$ cat src/rtl/cr_fetcher.sv
// Triple prefetcher: issues counter bursts to a share generator and buffers the
// returned {a,b,c} triples in a first-word-fall-through FIFO for the consumer.
package cr_fetcher_pkg;
    localparam int CNT_W  = 16;
    localparam int PRNG_W = 16;
    typedef logic [CNT_W-1:0]  cr_cnt_t;
    typedef logic [PRNG_W-1:0] prng_t;
endpackage

module cr_fetcher
    import cr_fetcher_pkg::*;
#(
    parameter int DEPTH   = 64,
    parameter int BURST   = 16,
    parameter int TIMEOUT = 64
) (
    input  logic                     clk_i,
    input  logic                     rst_n_i,
    input  logic                     en_i,
    input  cr_cnt_t                  cnt_base_i,
    output logic                     run_o,
    output cr_cnt_t                  cnt_start_o,
    output cr_cnt_t                  cnt_end_o,
    input  prng_t                    a_i,
    input  prng_t                    b_i,
    input  prng_t                    c_i,
    input  logic                     dvld_i,
    output prng_t                    a_o,
    output prng_t                    b_o,
    output prng_t                    c_o,
    output logic                     vld_o,
    input  logic                     rdy_i,
    output logic [$clog2(DEPTH):0]   level_o,
    output logic                     busy_o,
    output logic                     err_o,
    output logic                     wrap_o
);
    localparam int AW = $clog2(DEPTH);
    localparam int LW = AW + 1;
    localparam int BW = $clog2(BURST) + 1;
    localparam int WW = $clog2(TIMEOUT) + 1;
    localparam int TW = 3 * PRNG_W;

    localparam logic [1:0] S_IDLE  = 2'd0;
    localparam logic [1:0] S_ISSUE = 2'd1;
    localparam logic [1:0] S_WAIT  = 2'd2;

    logic [1:0]    state_q, state_d;
    logic          init_q, init_d;
    cr_cnt_t       next_q, next_d;
    cr_cnt_t       start_q, start_d;
    cr_cnt_t       end_q, end_d;
    logic [BW-1:0] beat_q, beat_d;
    logic [WW-1:0] wd_q, wd_d;
    logic          err_q, err_d;
    logic          wrap_q, wrap_d;
    logic [AW-1:0] wr_ptr_q, wr_ptr_d;
    logic [AW-1:0] rd_ptr_q, rd_ptr_d;
    logic [LW-1:0] level_q, level_d;

    logic          push, pop;
    logic [CNT_W:0] fit_sum, adv_sum;
    cr_cnt_t       issue_start;
    logic [TW-1:0] mem [DEPTH];
    logic [TW-1:0] head;

    // A burst whose last counter would overflow restarts at 1; counter 0 is never issued.
    assign fit_sum     = {1'b0, next_q} + (CNT_W+1)'(BURST - 1);
    assign issue_start = fit_sum[CNT_W] ? cr_cnt_t'(1) : next_q;
    assign adv_sum     = {1'b0, issue_start} + (CNT_W+1)'(BURST);

    assign pop = vld_o & rdy_i;

    always_comb begin
        state_d  = state_q;
        init_d   = init_q;
        next_d   = next_q;
        start_d  = start_q;
        end_d    = end_q;
        beat_d   = beat_q;
        wd_d     = wd_q;
        err_d    = err_q;
        wrap_d   = wrap_q;
        push     = 1'b0;

        // cnt_base_i is captured on the first cycle out of reset; no issue until then.
        if (init_q) begin
            init_d = 1'b0;
            next_d = (cnt_base_i == '0) ? cr_cnt_t'(1) : cnt_base_i;
        end

        unique case (state_q)
            S_IDLE: begin
                if (dvld_i) err_d = 1'b1;
                if (en_i && !init_q && level_q <= LW'(DEPTH - BURST)) begin
                    state_d = S_ISSUE;
                    start_d = issue_start;
                    end_d   = issue_start + cr_cnt_t'(BURST - 1);
                    wrap_d  = wrap_q | fit_sum[CNT_W] | adv_sum[CNT_W];
                    next_d  = adv_sum[CNT_W] ? cr_cnt_t'(1) : adv_sum[CNT_W-1:0];
                    beat_d  = '0;
                    wd_d    = '0;
                end
            end
            S_ISSUE: begin
                if (dvld_i) err_d = 1'b1;
                state_d = S_WAIT;
            end
            S_WAIT: begin
                if (dvld_i) begin
                    if (level_q != LW'(DEPTH)) push = 1'b1;
                    else                       err_d = 1'b1;
                    beat_d = beat_q + BW'(1);
                    wd_d   = '0;
                    if (beat_q == BW'(BURST - 1)) state_d = S_IDLE;
                end else if (wd_q == WW'(TIMEOUT - 1)) begin
                    err_d   = 1'b1;
                    state_d = S_IDLE;
                end else begin
                    wd_d = wd_q + WW'(1);
                end
            end
            default: state_d = S_IDLE;
        endcase
    end

    always_comb begin
        wr_ptr_d = push ? wr_ptr_q + AW'(1) : wr_ptr_q;
        rd_ptr_d = pop  ? rd_ptr_q + AW'(1) : rd_ptr_q;
        level_d  = level_q;
        if (push && !pop)      level_d = level_q + LW'(1);
        else if (!push && pop) level_d = level_q - LW'(1);
    end

    always_ff @(posedge clk_i or negedge rst_n_i) begin
        if (!rst_n_i) begin
            state_q  <= S_IDLE;
            init_q   <= 1'b1;
            next_q   <= '0;
            start_q  <= '0;
            end_q    <= '0;
            beat_q   <= '0;
            wd_q     <= '0;
            err_q    <= 1'b0;
            wrap_q   <= 1'b0;
            wr_ptr_q <= '0;
            rd_ptr_q <= '0;
            level_q  <= '0;
        end else begin
            state_q  <= state_d;
            init_q   <= init_d;
            next_q   <= next_d;
            start_q  <= start_d;
            end_q    <= end_d;
            beat_q   <= beat_d;
            wd_q     <= wd_d;
            err_q    <= err_d;
            wrap_q   <= wrap_d;
            wr_ptr_q <= wr_ptr_d;
            rd_ptr_q <= rd_ptr_d;
            level_q  <= level_d;
        end
    end

    always_ff @(posedge clk_i) begin
        if (push) mem[wr_ptr_q] <= {a_i, b_i, c_i};
    end

    // Head is gated by valid so storage contents never leak while empty or in reset.
    assign head        = mem[rd_ptr_q];
    assign vld_o       = (level_q != '0);
    assign a_o         = vld_o ? head[TW-1 -: PRNG_W]       : '0;
    assign b_o         = vld_o ? head[2*PRNG_W-1 -: PRNG_W] : '0;
    assign c_o         = vld_o ? head[PRNG_W-1:0]           : '0;
    assign level_o     = level_q;
    assign run_o       = (state_q == S_ISSUE);
    assign busy_o      = (state_q != S_IDLE);
    assign cnt_start_o = start_q;
    assign cnt_end_o   = end_q;
    assign err_o       = err_q;
    assign wrap_o      = wrap_q;
endmodule

$ cat config.mk
export PLATFORM = sky130hd
export DESIGN_NAME = cr_fetcher
export DESIGN_NICKNAME = d
export VERILOG_FILES = /design/src/rtl/cr_fetcher.sv
export SDC_FILE = /design/constraint.sdc
export NUM_CORES = 2
export LEC_CHECK = 0
export BUFFER_PORTS_ARGS = -buffer_cell sky130_fd_sc_hd__buf_4
export CORE_MARGIN = 2
export CORE_UTILIZATION = 40
export CTS_CLUSTER_SIZE = 24
export DETAILED_ROUTE_END_ITERATION = 7
export PLACE_DENSITY_LB_ADDON = 0.15
export RECOVER_POWER = 25
export SLEW_MARGIN = 20
export SYNTH_ARGS = -nofsm -noshare
export SYNTH_HDL_FRONTEND = slang
export SYNTH_SLANG_ARGS = --single-unit
$ cat constraint.sdc
create_clock -name clk_i -period 4.6 [get_ports clk_i]
set_input_delay 1.38 -clock clk_i [delete_from_list [all_inputs] [get_ports clk_i]]
set_output_delay 1.38 -clock clk_i [all_outputs]
set_load 0.005 [all_outputs]
==> reports/metrics.yaml <==
outcome: "finished, violations left"
failed_checks: "max-capacitance violations, max-slew violations, negative setup slack"
post-route-period-util: 1.06
port_buffers: 160
grt_first_pass_wirelength_mm: 554
numCtsBuffers: 344
grt_use_met2: 0.425
seq_area_frac_synth: 0.780
fin_nets: 6499
synth_area_um2: 121000
place_area_um2: 132000
drtIter0Drc: 9152
synthTopCellsByArea: "edfxtp_1, mux4_2, mux2i_1"
critPathMaxFanout: 19
p_leak_nw: 48.5
die_h_um: 554
grt-ovfl-total: 0
io_pins: 161
synth_cell_types: 73
yosys-top-cells-count: "edfxtp_1, mux4_2, mux2i_1, clkbuf_1, nor2_1"
initial_utilization: 0.403
syn_area_per_cell_um2: 22.0
ys_ff_latch: 3156
ant_nets: 0
drc: 0
drive_gt1_frac: 0.349
vias: 65900
synth_largest_area_cell: "edfxtp_1"
start_kind: "register"
drv_cap: 40
power_density_nw_per_um2: 630
hold_path.class: "register to register"
track_usage: 0.264
clock-root-buffer: "clkbuf_16"
grt_pass1_vias: 63800
cts_max_level: 5
finalWorstSetupSlack_ps: -286
period_minus_slack_ps: 4890
synthArstFlopShare: 0.0266
whs_ps: 474
grt_start_max_net_pins: 65
die_w_um: 554
r2r_slack_ps: 550
yosysMostFrequentCell: "edfxtp_1"
gp_congestion: 0.789
place_inst: 9712
crit_required_ps: 3220
final_cells: 10700
cts_tree: "yes"
clock_sinks: 3156
ir_drop_v: 0.000405
fin_util: 0.498
met1_usage: 0.374
synthCells: 5511
worst_pin_slew_ps: 3490
antenna_found_initial: 28
syn-num-nets: 5594
design_area_um2: 149000
busiest_layer: "met2"
synth_edf_count: 3072
die-area_um2: 307000
core-area_um2: 300000
fp-row-count: 201
crit_arrival_ps: 3510
maxSlewHeadroom: -1.33
setup.worst_path.class: "register to output port"
fin_setup_tns_ps: -8940
cts_max_path_buffers: 4
clk_pin_slew_ps: 60
slew_viol_final: 2588
rsz0062_at_grt: "true"
drt-wirelength-per-cell_um: 38.7
drt_first_pass_iters: 5
grt.met3_usage: 0.0423
syn_to_final_growth_pct: 23.5
synth_flop_cell: "edfxtp_1"
hold_viol: 0
postCtsHoldBufs: 0
skew_ps: 44.3
via_per_inst: 6.18
fmax_ghz: 0.205
cp-end-kind: "output port"
setup_violations: 48
dp_hpwl_mm: 214
clock_latency_ps: 940
wl_mm: 413
ys_warn_count: 0
synth_top_cell_area_share: 0.763
## critical path, cell delays in order (launching register included)
cell,delay (ps)
dfrtp_4,600
buf_4,200
buf_4,440
buf_4,440
a2111oi_2,110
nor4_1,320
a22o_1,290
buf_4,150
## cells by family after synthesis
logic type,synth area share
xor gates and xnor gates,0.00195
buffers and inverters,0.0125
AOI/OAI and AO/OA,0.0372
adders and majority gates,0.00151
muxes,0.154
and+or+nand+nor,0.0131
DFF,0.780
other,0.0000310
## layer usage
metal / share of wire / up-vias / wire, um
met5: 0.00020 / - / 82
met4: 0.030 / 14 / 12400
met3: 0.087 / 596 / 36000
met2: 0.48 / 3361 / 197000
met1: 0.40 / 36500 / 167000
li1: - / 25400 / -
## final timing paths
path,end,startpoint,cells past startpoint
worst max-delay path,b_o[12],rd_ptr_q[3]$_DFFE_PN0P_,7
worst min-delay path,wrap_o$_DFFE_PN0P_,wrap_o$_DFFE_PN0P_,1
worst max register to register,level_o[6]$_DFFE_PN0P_,level_o[1]$_DFFE_PN0P_,15
worst min register to register,wrap_o$_DFFE_PN0P_,wrap_o$_DFFE_PN0P_,1
max in group asynchronous,rd_ptr_q[0]$_DFFE_PN0P_,rst_n_i,1
min in group asynchronous,cnt_end_o[4]$_DFFE_PN0P_,rst_n_i,1
## cell type report
| class | instances | area [um^2] |
|---|---|---|
| multi-input combinational | 2019 | 27600 |
| clock inverter | 200 | 1910 |
| fill | 24100 | 151000 |
| clock buffer | 422 | 8940 |
| inverter | 22 | 98.8 |
| antenna | 9 | 22.5 |
| sequential | 3156 | 94400 |
| tap | 3958 | 4950 |
| timing repair buffer | 873 | 11600 |
## placed cells by master, fill, tap and decap left out, drive strengths merged, types with 11 or more instances in the layout
cell,count
o22ai,82
a211o,17
nand2,79
dfrtp,83
a22oi,28
ha,13
buf,801
xnor2,19
mux2i,329
nand4,11
mux4,677
clkbuf,482
inv,36
o221ai,78
nand3,17
a2111oi,14
o21ai,109
nor4,15
a211oi,77
bufbuf,12
bufinv,27
a221oi,29
nor3,24
nor2b,20
clkinv,151
a22o,67
a21oi,93
edfxtp,3072
nor2,112
## report_power, final
part	switching, mW	internal, mW
clock network	11.6	15.4
logic	17.6	16.7
registers	0.519	32.3
total	29.7	64.4
## flip-flops by register name (all words and copies together), names as in the netlist
signal       count
beat_q           5
cnt_end_o       16
init_q           1
err_o            1
wd_q             7
mem           3072
wr_ptr_q         6
level_o          7
wrap_o           1
next_q          16
cnt_start_o     16
rd_ptr_q         6
state_q          2
## stage by stage
step                worst slack [ps]  power, mW
floorplan                       -620       47.7
global placement                -257       59.3
detailed placement              -322       59.4
CTS                             -414       92.3
global route                    -321       97.0
finish                          -286       94.1
## what timing repair did
| item | 4_1_cts | 5_1_grt |
|---|---|---|
| pin swaps | 89 | 92 |
| setup endpoints to repair | 48 | 48 |
| gates resized for setup | 445 | 201 |
| gates cloned | 56 | 21 |
| buffers inserted | 149 | 102 |
(Power assumes the default switching activity.)
